File: config.mk
export PLATFORM = sky130hd
export DESIGN_NAME = spi_reg_slave
export DESIGN_NICKNAME = d
export VERILOG_FILES = /design/src/rtl/spi_reg_slave.sv
export SDC_FILE = /design/constraint.sdc
export NUM_CORES = 1
export LEC_CHECK = 0
export ABC_CLOCK_PERIOD_IN_PS = 5860
export CAP_MARGIN = 10
export CORE_MARGIN = 4
export CORE_UTILIZATION = 50
export CTS_BUF_LIST = sky130_fd_sc_hd__clkbuf_4 sky130_fd_sc_hd__clkbuf_8
export DETAILED_ROUTE_END_ITERATION = 10
export PLACE_DENSITY = 0.8
export SETUP_SLACK_MARGIN = 0.15
export SLEW_MARGIN = 0
export SYNTH_ARGS = -nofsm -noshare
export SYNTH_HDL_FRONTEND = slang
export SYNTH_SLANG_ARGS = --single-unit
File: constraint.sdc
create_clock -name clk -period 5.86 [get_ports clk]
set_input_delay 0.879 -clock clk [delete_from_list [all_inputs] [get_ports clk]]
set_output_delay 0.879 -clock clk [all_outputs]
set_load 0.03 [all_outputs]
File: src/rtl/spi_reg_slave.sv
// spi_reg_slave: oversampled SPI slave (modes 0-3) giving a host access to a DEPTH x DATA_W register file
// through a command byte followed by auto-incrementing data words.
module spi_reg_slave #(
    parameter int DATA_W = 8,
    parameter int DEPTH = 4,
    parameter int CPOL = 0,
    parameter int CPHA = 0,
    parameter int SYNC_STAGES = 2,
    localparam int ADDR_W = (DEPTH > 1) ? $clog2(DEPTH) : 1
) (
    input  logic                    clk,
    input  logic                    rst,
    input  logic                    sck,
    input  logic                    cs,
    input  logic                    mosi,
    output logic                    miso,
    output logic                    miso_oe,
    output logic [DEPTH*DATA_W-1:0] regs_q,
    output logic                    wr_stb,
    output logic [ADDR_W-1:0]       wr_addr,
    output logic [DATA_W-1:0]       wr_data,
    output logic                    frame_err,
    output logic                    busy
);
    localparam int SW = (DATA_W > 8) ? DATA_W : 8;
    localparam logic [7:0] DEPTH8 = 8'(DEPTH);
    localparam logic [5:0] LAST_D = 6'(DATA_W - 1);
    localparam logic [2:0] SYNC_RST = {(CPOL != 0), 1'b0, 1'b0};

    typedef enum logic [1:0] {IDLE, CMD, DATA} state_t;

    state_t                         state_q, state_d;
    logic [SYNC_STAGES-1:0][2:0]    sync_q;
    logic                           sck_d1_q, armed_q;
    logic [5:0]                     cnt_q, cnt_d;
    logic [SW-2:0]                  rx_q, rx_d;
    logic [SW-1:0]                  rx_nx;
    logic [DATA_W-1:0]              tx_q, tx_d, rd_word;
    logic [6:0]                     addr_q, addr_d, addr_nx;
    logic                           rd_q, rd_d;
    logic [DEPTH-1:0][DATA_W-1:0]   mem_q, mem_d;
    logic                           wr_stb_q, wr_stb_d, frame_err_q, frame_err_d;
    logic [ADDR_W-1:0]              wr_addr_q, wr_addr_d;
    logic [DATA_W-1:0]              wr_data_q, wr_data_d;
    logic                           sck_s, cs_s, mosi_s, lead, trail, sample_stb, shift_stb;
    logic                           word_done, wr_ok;

    assign {sck_s, cs_s, mosi_s} = sync_q[SYNC_STAGES-1];
    assign lead = (CPOL != 0) ? (sck_d1_q & ~sck_s) : (sck_s & ~sck_d1_q);
    assign trail = (sck_s ^ sck_d1_q) & ~lead;
    assign sample_stb = (CPHA != 0) ? trail : lead;
    assign shift_stb = (CPHA != 0) ? lead : trail;
    assign rx_nx = {rx_q, mosi_s};
    assign word_done = (state_q == CMD) ? (cnt_q == 6'd7) : (cnt_q == LAST_D);
    assign addr_nx = (state_q == CMD) ? rx_nx[6:0] : addr_q + 7'd1;
    assign rd_word = ({1'b0, addr_nx} < DEPTH8) ? mem_q[addr_nx[ADDR_W-1:0]] : '0;
    assign wr_ok = ({1'b0, addr_q} < DEPTH8) && !rd_q;

    // armed_q blocks a frame that was already in progress when reset released
    always_ff @(posedge clk or posedge rst) begin
        if (rst) begin
            sync_q      <= {SYNC_STAGES{SYNC_RST}};
            sck_d1_q    <= (CPOL != 0);
            armed_q     <= 1'b0;
            state_q     <= IDLE;
            cnt_q       <= '0;
            rx_q        <= '0;
            tx_q        <= '0;
            addr_q      <= '0;
            rd_q        <= 1'b0;
            mem_q       <= '0;
            wr_stb_q    <= 1'b0;
            wr_addr_q   <= '0;
            wr_data_q   <= '0;
            frame_err_q <= 1'b0;
        end else begin
            sync_q      <= {sync_q[SYNC_STAGES-2:0], {sck, cs, mosi}};
            sck_d1_q    <= sck_s;
            armed_q     <= armed_q | cs_s;
            state_q     <= state_d;
            cnt_q       <= cnt_d;
            rx_q        <= rx_d;
            tx_q        <= tx_d;
            addr_q      <= addr_d;
            rd_q        <= rd_d;
            mem_q       <= mem_d;
            wr_stb_q    <= wr_stb_d;
            wr_addr_q   <= wr_addr_d;
            wr_data_q   <= wr_data_d;
            frame_err_q <= frame_err_d;
        end
    end

    // A shift edge with cnt_q == 0 would precede the first sample of a freshly loaded word, so it is skipped.
    always_comb begin
        state_d     = state_q;
        cnt_d       = cnt_q;
        rx_d        = rx_q;
        tx_d        = tx_q;
        addr_d      = addr_q;
        rd_d        = rd_q;
        mem_d       = mem_q;
        wr_stb_d    = 1'b0;
        wr_addr_d   = wr_addr_q;
        wr_data_d   = wr_data_q;
        frame_err_d = 1'b0;
        if (cs_s) begin
            frame_err_d = (state_q != IDLE) && (cnt_q != '0);
            state_d     = IDLE;
            cnt_d       = '0;
        end else if (state_q == IDLE) begin
            state_d = armed_q ? CMD : IDLE;
        end else if (sample_stb) begin
            rx_d  = rx_nx[SW-2:0];
            cnt_d = word_done ? '0 : cnt_q + 6'd1;
            if (word_done) begin
                state_d = DATA;
                addr_d  = addr_nx;
                tx_d    = rd_word;
                if (state_q == CMD) begin
                    rd_d = rx_nx[7];
                end else if (wr_ok) begin
                    wr_stb_d                      = 1'b1;
                    wr_addr_d                     = addr_q[ADDR_W-1:0];
                    wr_data_d                     = rx_nx[DATA_W-1:0];
                    mem_d[addr_q[ADDR_W-1:0]]     = rx_nx[DATA_W-1:0];
                end
            end
        end else if (shift_stb && cnt_q != '0) begin
            tx_d = tx_q << 1;
        end
    end

    assign regs_q    = mem_q;
    assign busy      = state_q != IDLE;
    assign miso_oe   = busy;
    assign miso      = (state_q == DATA) & rd_q & tx_q[DATA_W-1];
    assign wr_stb    = wr_stb_q;
    assign wr_addr   = wr_addr_q;
    assign wr_data   = wr_data_q;
    assign frame_err = frame_err_q;
endmodule

==> results of run 1 <==
-- flip-flops by register name, indices dropped and copies added (netlist names) --
name / count
tx_q: 8
addr_q: 7
regs_q: 32
wr_data: 8
armed_q: 1
mosi_s: 1
wr_addr: 2
rx_q: 7
frame_err: 1
state_q: 2
sync_q: 3
rd_q: 1
cnt_q: 6
sck_d1_q: 1
wr_stb: 1
cs_s: 1
sck_s: 1
-- layout make-up --
class / instances / area share, %
tap: 99 / 2.67
sequential: 83 / 44.8
clock buffer: 9 / 2.67
inverter: 14 / 1.16
multi-input combinational: 201 / 35.8
timing repair buffer: 52 / 11.2
clock inverter: 7 / 1.75
-- power groups by stage --
stage | combinational [W] | clock [W] | sequential (W)
global route | 0.0000862 | 0.000467 | 0.000634
CTS | 0.0000777 | 0.000440 | 0.000631
floorplan | 0.0000628 | 0 | 0.000624
global placement | 0.0000748 | 0 | 0.000641
detailed placement | 0.0000773 | 0 | 0.000642
finish | 0.0000767 | 0.000435 | 0.000632
-- synthesized netlist by cell type, types with 3 or more instances --
cell type	instances	area, um2
nor2_1	12	45.0
o21ai_0	19	95.1
nand3_1	6	30.0
o22ai_1	7	43.8
a21oi_1	17	85.1
mux2_2	49	552
xor2_1	4	35.0
nand2_2	4	25.0
nand2b_1	3	18.8
nor3_1	3	15.0
buf_2	5	25.0
a211oi_1	7	52.6
ha_1	6	75.1
buf_4	3	22.5
dfrtp_1	83	2080
mux4_1	6	158
nand4_1	4	25.0
clkbuf_1	4	15.0
and3_1	4	25.0
nand2_1	17	63.8
inv_1	14	52.6
-- metal layers --
metal | vias up | part of all wire, % | wire, um
li1 | 1233 | - | -
met5 | - | 0 | 0
met1 | 1385 | 46 | 4060
met4 | 0 | 2.4 | 207
met2 | 78 | 47 | 4100
met3 | 24 | 4.7 | 412
-- how the worst min path moves through the flow --
stage / cells after the start / endpoint / from
after floorplan: 0 / cs_s / sync_q[1]
after global placement: 0 / mosi_s / sync_q[0]
after detailed placement: 0 / mosi_s / sync_q[0]
after CTS: 0 / cs_s / sync_q[1]
after global routing: 0 / sck_s / sync_q[2]
final: 0 / cs_s / sync_q[1]
-- cell usage in the layout, fill, tap and decap left out, types with 2 or more instances in the layout --
master           count
nand2b_1             3
inv_1               13
dfrtp_1             83
o21ai_0             19
clkbuf_8             9
a22oi_1              2
a211oi_1             7
nand3_1              6
nor2_1              12
o31ai_1              2
ha_1                 6
a31oi_1              2
mux2_2              49
mux4_2               2
nand4_1              4
nor3_1               3
o22ai_1              7
nand2_1             17
inv_6                4
clkinv_2             2
a21oi_1             17
clkdlybuf4s50_1     51
xor2_1               4
and4_1               2
or2b_1               2
nor2b_1              2
and3_1               4
nor4_1               2
mux4_1               6
nand2_2              4
nor3_2               2
-- worst max-delay path, cell delays in order (launching register included) --
cell and delay [ns]:
dfrtp_1 0.43, nor3_2 0.53, and4_1 0.49, and3_1 0.70
nand2_2 0.33, mux2_2 0.35
-- kinds of logic after synthesis --
kind of cell / count (synthesis) / share of synthesized area, %
compound gates: 62 / 9.77
simple gates: 68 / 9.35
mux: 60 / 20.7
fa+ha+maj: 6 / 1.93
buf+inv: 29 / 3.64
flops: 83 / 53.5
xor+xnor: 5 / 1.13
-- per-stage QoR --
step                      power [W]  cells  util, %  hold WS, ns  area (um2)
final                       0.00114    465     62.6        0.357        4640
after global routing        0.00119    465     62.6        0.361        4640
after CTS                   0.00115    465     62.6        0.359        4640
after detailed placement   0.000719    449     59.9        0.338        4440
after global placement     0.000715    449     59.9        0.333        4440
after floorplan            0.000687    313        -        0.331        3880
==> flow_summary.ini, run 1 <==
[run_status]
status = finished, final reports clean

[sta]
period_needed_ns = 2.96
fin_crit_sh_pct = 50.5
worst_slack_ns = 2.90
setup_violations = 0
final_max_slew_viol_count = 0
timing.setup.tns_ns = 0
fmax_mhz = 338
finalHoldViolCount = 0
rsz0062_at_grt = no
worstMarginPinSlew_ns = 0.800
skew_ns = 0.0141
slew_headroom_pct = 46.4

[logic_synthesis]
synthArstFlopShare_pct = 100
ys_ff_latch = 83
syn_area_um2 = 3880
ys_warn_count = 0
synth_ff_type = dfrtp_1
synth_cell_types = 47
synth_nets = 324
yosysSeqAreaShare_pct = 53.5
syn_avg_cell_area_um2 = 12.4
synth_edf_count = 0
synth_cells = 313

[global_route]
grtUsageMet1_pct = 29.0
gr-usage-met3_pct = 6.41
grt_pass1_vias = 2833
track_usage_pct = 21.1
grt_max_degree = 55
grt_pass1_wl_um = 14700
antenna_found_initial = 0
grt_overflow = 0
grtUsageMet2_pct = 32.0
top_usage_layer = met2

[detailed_routing]
drt_iter0_drc = 188
vias_per_cell = 5.85
wl_per_cell_um = 18.9
drc = 0
ant_nets = 0
num_vias = 2720
drt-pass1-iter-count = 5
routed_wl_um = 8780

[clocking]
cts_max_level = 3
holdBufCountCts = 0
clk_latency_ns = 0.36
numCtsBuffers = 9
cts.clk_slew.worst_paths_ns = 0.08
root_buffer = clkbuf_8
cts_tree = done
cts_sinks = 83
ctsResizeCount = 0
clockBufferDepth = 2
cts_setup_buffers = 0

[placement]
dpl.hpwl_um = 5910
place_congestion = 0.823
port_buffers = 51
pre_cts_ws_ns = 2.99

[final_layout]
num_antenna_cells = 0
nets = 372
multi_input_area_um2 = 1660
drive_above_1_share_pct = 22.1
fillers = 569
area.growth.synth_to_final_pct = 19.6
seq_area_um2 = 2080

[floorplan]
num_io_pins = 52
die_area_um2 = 9240
core_area_um2 = 7410
num_rows = 31
die_height_um = 96.1
die_x_um = 96.1
start_util_pct = 52.4

[power]
p_sw_share_pct = 27.3
max-vdd-ir-drop_mv = 0.182
pwr-share-clk_pct = 38.1
intPower_w = 0.000832
p_leak_nw = 2.18
combinationalPowerShare_pct = 6.7
p_seq_share_pct = 55.2
power.net_switching_w = 0.000312
power.density_nw_per_um2 = 247

[min_path]
hold_class = register to register

[setup_path]
startpoint_type = register
cp-endpoint = regs_q[19]
worstPathArrival_ns = 3.20
worstSetupStartpoint = cnt_q[3]
critical_path_class = register to register
worst-path-max-fanout = 15
reg2reg_depth = 5
reg2reg_to = regs_q[19]
timing.rr.start = cnt_q[3]
reg2reg_setup_slack_ns = 2.90
crit_required_ns = 6.10
setup.worst_path.end_class = register

[job]
drv_cap = 0
Power figures use the tool's default switching activity.
==> run 2, diff against run 1 <==
--- a/config.mk
+++ b/config.mk
@@ -5,13 +5,13 @@
 export SDC_FILE = /design/constraint.sdc
 export NUM_CORES = 1
 export LEC_CHECK = 0
-export ABC_CLOCK_PERIOD_IN_PS = 5860
+export ABC_CLOCK_PERIOD_IN_PS = 2600
 export CAP_MARGIN = 10
 export CORE_MARGIN = 4
 export CORE_UTILIZATION = 50
 export CTS_BUF_LIST = sky130_fd_sc_hd__clkbuf_4 sky130_fd_sc_hd__clkbuf_8
 export DETAILED_ROUTE_END_ITERATION = 10
-export PLACE_DENSITY = 0.8
+export PLACE_DENSITY = 0.83
 export SETUP_SLACK_MARGIN = 0.15
 export SLEW_MARGIN = 0
 export SYNTH_ARGS = -nofsm -noshare
==> constraint.sdc (replaced) <==
create_clock -name clk -period 2.6 [get_ports clk]
set_input_delay 0.39 -clock clk [delete_from_list [all_inputs] [get_ports clk]]
set_output_delay 0.39 -clock clk [all_outputs]
set_load 0.03 [all_outputs]
==> run 2 against run 1 <==
Wire length barely moved. Global-route usage rose by 0.46 points. Sequential share of layout area fell by 0.61 points. Highest routed layer unchanged. First-iteration DRC count fell by 31%. Non-clock buffer count rose by 5. Design area rose by 1.4%. Fmax rose by 31%. Combinational power rose by 130%.
==> flow_summary.ini, run 2 (synthesis gave the netlist of run 1 again) <==
[run_status]
status = finished, final reports clean

[placement]
pre_cts_ws_ns = 0.387
dpl.hpwl_um = 5850
place_congestion = 0.860
port_buffers = 51

[detailed_routing]
drt_iter0_drc = 130
num_vias = 2753
vias_per_cell = 5.86
ant_nets = 0
wl_per_cell_um = 18.7
drc = 0
drt-pass1-iter-count = 5
routed_wl_um = 8790

[clocking]
clk_latency_ns = 0.37
cts_tree = done
holdBufCountCts = 0
numCtsBuffers = 9
clockBufferDepth = 2
cts_setup_buffers = 0
cts_sinks = 83
ctsResizeCount = 0
cts.clk_slew.worst_paths_ns = 0.10
root_buffer = clkbuf_8
cts_max_level = 3

[global_route]
grt_overflow = 0
grtUsageMet1_pct = 29.1
gr-usage-met3_pct = 5.32
antenna_found_initial = 0
track_usage_pct = 21.6
grtUsageMet2_pct = 34.6
grt_pass1_wl_um = 15100
grt_max_degree = 84
top_usage_layer = met2
grt_pass1_vias = 2903

[sta]
finalHoldViolCount = 0
worst_slack_ns = 0.337
fin_crit_sh_pct = 87.0
skew_ns = 0.0148
timing.setup.tns_ns = 0
final_max_slew_viol_count = 0
fmax_mhz = 442
period_needed_ns = 2.26
rsz0062_at_grt = no
worstMarginPinSlew_ns = 0.650
slew_headroom_pct = 56.6
setup_violations = 0

[final_layout]
largest_reg_flops = 32
area.growth.synth_to_final_pct = 21.2
drive_above_1_share_pct = 23.2
final_cell_mix = dfrtp_1 (83), clkdlybuf4s50_1 (51), mux2_2 (49), o21ai_0 (19)
num_antenna_cells = 0
final_common_cell = dfrtp_1
nets = 377

[power]
max-vdd-ir-drop_mv = 0.398
combinationalPowerShare_pct = 6.8
pwr-share-clk_pct = 38.6
p_sw_share_pct = 27.6
p_leak_nw = 2.21
p_seq_share_pct = 54.6
intPower_w = 0.00189
power.net_switching_w = 0.000719
power.density_nw_per_um2 = 554

[min_path]
hold_depth = 0
hold_class = register to register

[floorplan]
die_x_um = 96.1
die_area_um2 = 9240
num_rows = 31
core_area_um2 = 7410
num_io_pins = 52
die_height_um = 96.1
start_util_pct = 52.4

[setup_path]
worst-path-max-fanout = 9
crit_slowest_cell = mux4_1
critical_path_class = register to register
reg2reg_depth = 6
cp-endpoint = tx_q[3]
worstSetupStartpoint = addr_q[1]
reg2reg_to = tx_q[3]
critical_path_depth = 6
crit_required_ns = 2.85
cp_top_family = multiplexers
reg2reg_setup_slack_ns = 0.34
path_cells = inv_1 -> ha_1 -> mux2i_4 -> mux4_1 -> o22ai_1 -> a21oi_1
setup.worst_path.end_class = register
critPathMaxStageDelay_ns = 0.67
cp_num_buf_inv = 1
startpoint_type = register
worstPathArrival_ns = 2.51
timing.rr.start = addr_q[1]

[job]
drv_cap = 0
[run 2: layer usage]
metal / routed length (um) / vias up
li1: - / 1245
met1: 3910 / 1374
met2: 4250 / 115
met3: 437 / 19
met4: 189 / 0
met5: 0 / -
[run 2: cell type report]
type	instances	area, um2
Fill cell	569	2700
Multi-Input combinational cell	201	1660
Timing Repair Buffer	57	568
Clock buffer	9	124
Tap cell	99	124
Clock inverter	7	92.6
Inverter	14	56.3
Sequential cell	83	2080
[run 2: worst min path at each step]
| stage | from | endpoint | slack, ns |
|---|---|---|---|
| finish | sync_q[2] | sck_s | 0.36 |
| global route | sync_q[0] | mosi_s | 0.36 |
| detailed placement | sync_q[0] | mosi_s | 0.34 |
| floorplan | sync_q[1] | cs_s | 0.33 |
| global placement | sync_q[0] | mosi_s | 0.33 |
| CTS | sync_q[0] | mosi_s | 0.36 |
[run 2: per-stage QoR]
step | util (%) | power (W) | instance area (um2) | cells | hold slack, ns
after global placement | 60.6 | 0.00162 | 4490 | 454 | 0.332
after global routing | 63.5 | 0.00271 | 4700 | 470 | 0.364
after CTS | 63.5 | 0.00263 | 4700 | 470 | 0.360
after floorplan | - | 0.00155 | 3880 | 313 | 0.331
final | 63.5 | 0.00260 | 4700 | 470 | 0.359
after detailed placement | 60.6 | 0.00163 | 4490 | 454 | 0.336
[run 2: power by group through the flow]
stage / clock network [W] / logic [W] / registers [W]
floorplan: 0 / 0.000142 / 0.00141
global placement: 0 / 0.000174 / 0.00144
detailed placement: 0 / 0.000179 / 0.00145
CTS: 0.00102 / 0.000180 / 0.00142
global route: 0.00108 / 0.000199 / 0.00143
finish: 0.00100 / 0.000177 / 0.00142
==> run 3, diff against run 2 <==
--- a/config.mk
+++ b/config.mk
@@ -12,6 +12,7 @@
 export CTS_BUF_LIST = sky130_fd_sc_hd__clkbuf_4 sky130_fd_sc_hd__clkbuf_8
 export DETAILED_ROUTE_END_ITERATION = 10
 export PLACE_DENSITY = 0.83
+export RECOVER_POWER = 50
 export SETUP_SLACK_MARGIN = 0.15
 export SLEW_MARGIN = 0
 export SYNTH_ARGS = -nofsm -noshare
==> run 3 against run 2 <==
Design area shrank 0.64%. Worst setup slack gained 0.0042 ns. Wire length shrank 0.26%. Die area is the same. Sequential cell count is the same. Fmax grew 0.19%. Total power shrank 0.33%. Largest cell class unchanged.
==> flow_summary.ini, run 3 (synthesis gave the netlist of run 1 again) <==
[run_status]
status = finished, final reports clean

[sta]
finalHoldViolCount = 0
skew_ns = 0.0126
setup_violations = 0
final_max_slew_viol_count = 0
worstMarginPinSlew_ns = 1.13
fin_crit_sh_pct = 86.9
rsz0062_at_grt = no
timing.setup.tns_ns = 0
fmax_mhz = 443
slew_headroom_pct = 24.7
period_needed_ns = 2.26

[final_layout]
fin_util_pct = 63.1
num_antenna_cells = 0
seq_area_um2 = 2080
drive_above_1_share_pct = 22.1
multi_input_area_um2 = 1650
final_common_cell = dfrtp_1
area.growth.synth_to_final_pct = 20.4
largest_reg_flops = 32
fillers = 573
nets = 377
final_cell_mix = dfrtp_1 (83), mux2_2 (49), clkdlybuf4s50_1 (47), o21ai_0 (19)
post-route-cell-area_um2 = 4670

[clocking]
clk_latency_ns = 0.36
numCtsBuffers = 9
cts.clk_slew.worst_paths_ns = 0.10
cts_max_level = 3
holdBufCountCts = 0
root_buffer = clkbuf_8
cts_tree = done
cts_setup_buffers = 0
cts_sinks = 83
clockBufferDepth = 2
ctsResizeCount = 0

[detailed_routing]
ant_nets = 0
routed_wl_um = 8770
vias_per_cell = 5.78
wl_per_cell_um = 18.6
drt-pass1-iter-count = 7
num_vias = 2715
drc = 0
drt_iter0_drc = 124

[floorplan]
die_x_um = 96.1
die_area_um2 = 9240
num_rows = 31
core_area_um2 = 7410
start_util_pct = 52.4
num_io_pins = 52
die_height_um = 96.1

[placement]
placed_area_um2 = 4490
port_buffers = 51
place_congestion = 0.860
dpl.hpwl_um = 5850

[power]
power.density_nw_per_um2 = 555
p_leak_nw = 2.20
max-vdd-ir-drop_mv = 0.398

[setup_path]
worstPathArrival_ns = 2.50
critical_path_class = register to register
reg2reg_setup_slack_ns = 0.34
setup.worst_path.end_class = register
startpoint_type = register
reg2reg_to = tx_q[3]
timing.rr.start = addr_q[1]
reg2reg_depth = 6
worst-path-max-fanout = 9
crit_required_ns = 2.84

[global_route]
grt_overflow = 0
gr-usage-met3_pct = 5.32
grtUsageMet1_pct = 29.1
grt_pass1_vias = 2903
grt_pass1_wl_um = 15100
track_usage_pct = 21.6
top_usage_layer = met2
grt_max_degree = 84
antenna_found_initial = 0
grtUsageMet2_pct = 34.6

[min_path]
hold_class = register to register
hold_path_end = sck_s
hold_depth = 0
holdCritStartpoint = sync_q[2]

[job]
drv_cap = 0
-- run 3: worst max path at each step --
| stage | from | to | depth (start not counted) |
|---|---|---|---|
| after floorplan | addr_q[0] | tx_q[7] | 7 |
| after global placement | addr_q[0] | tx_q[4] | 6 |
| after detailed placement | addr_q[0] | tx_q[3] | 6 |
| after CTS | addr_q[0] | tx_q[3] | 6 |
| after global routing | cnt_q[3] | addr_q[4] | 6 |
| final | addr_q[1] | tx_q[3] | 6 |
-- run 3: per-stage QoR --
stage / setup WS (ns) / cells / hold slack [ns] / total power, W
2_1_floorplan: 0.634 / 313 / 0.331 / 0.00155
3_3_place_gp: 0.432 / 454 / 0.332 / 0.00162
3_5_place_dp: 0.387 / 454 / 0.336 / 0.00163
4_1_cts: 0.343 / 470 / 0.360 / 0.00263
5_1_grt: 0.109 / 470 / 0.364 / 0.00270
6_report: 0.341 / 470 / 0.360 / 0.00260
-- run 3: cell type report --
cell class | count | share of cell area [%]
flip-flops and latches | 83 | 44.4
repair buffers | 57 | 11.7
clock inverters | 7 | 1.98
clock buffers | 9 | 2.65
inverters | 14 | 1.20
well taps | 99 | 2.65
multi-input cells | 201 | 35.4
-- run 3: per-layer routing --
metal  part of all wire [%]  vias to the layer above
li1                       -                     1240
met1                     45                     1370
met2                     49                       89
met3                    4.3                       16
met4                    1.5                        0
met5                      0                        -
-- run 3: power by group --
part | leakage, nW | switching (W) | internal, W
sequential | 1.13 | 0.0000874 | 0.00134
clock | 0.109 | 0.000529 | 0.000470
combinational | 0.961 | 0.0000973 | 0.0000756
-- run 3: worst max-delay path, stage by stage, from the launching register on --
cell	delay, ns
dfrtp_1	0.45
inv_1	0.11
ha_1	0.31
mux2i_4	0.38
mux4_1	0.66
o22ai_1	0.16
a21oi_1	0.06
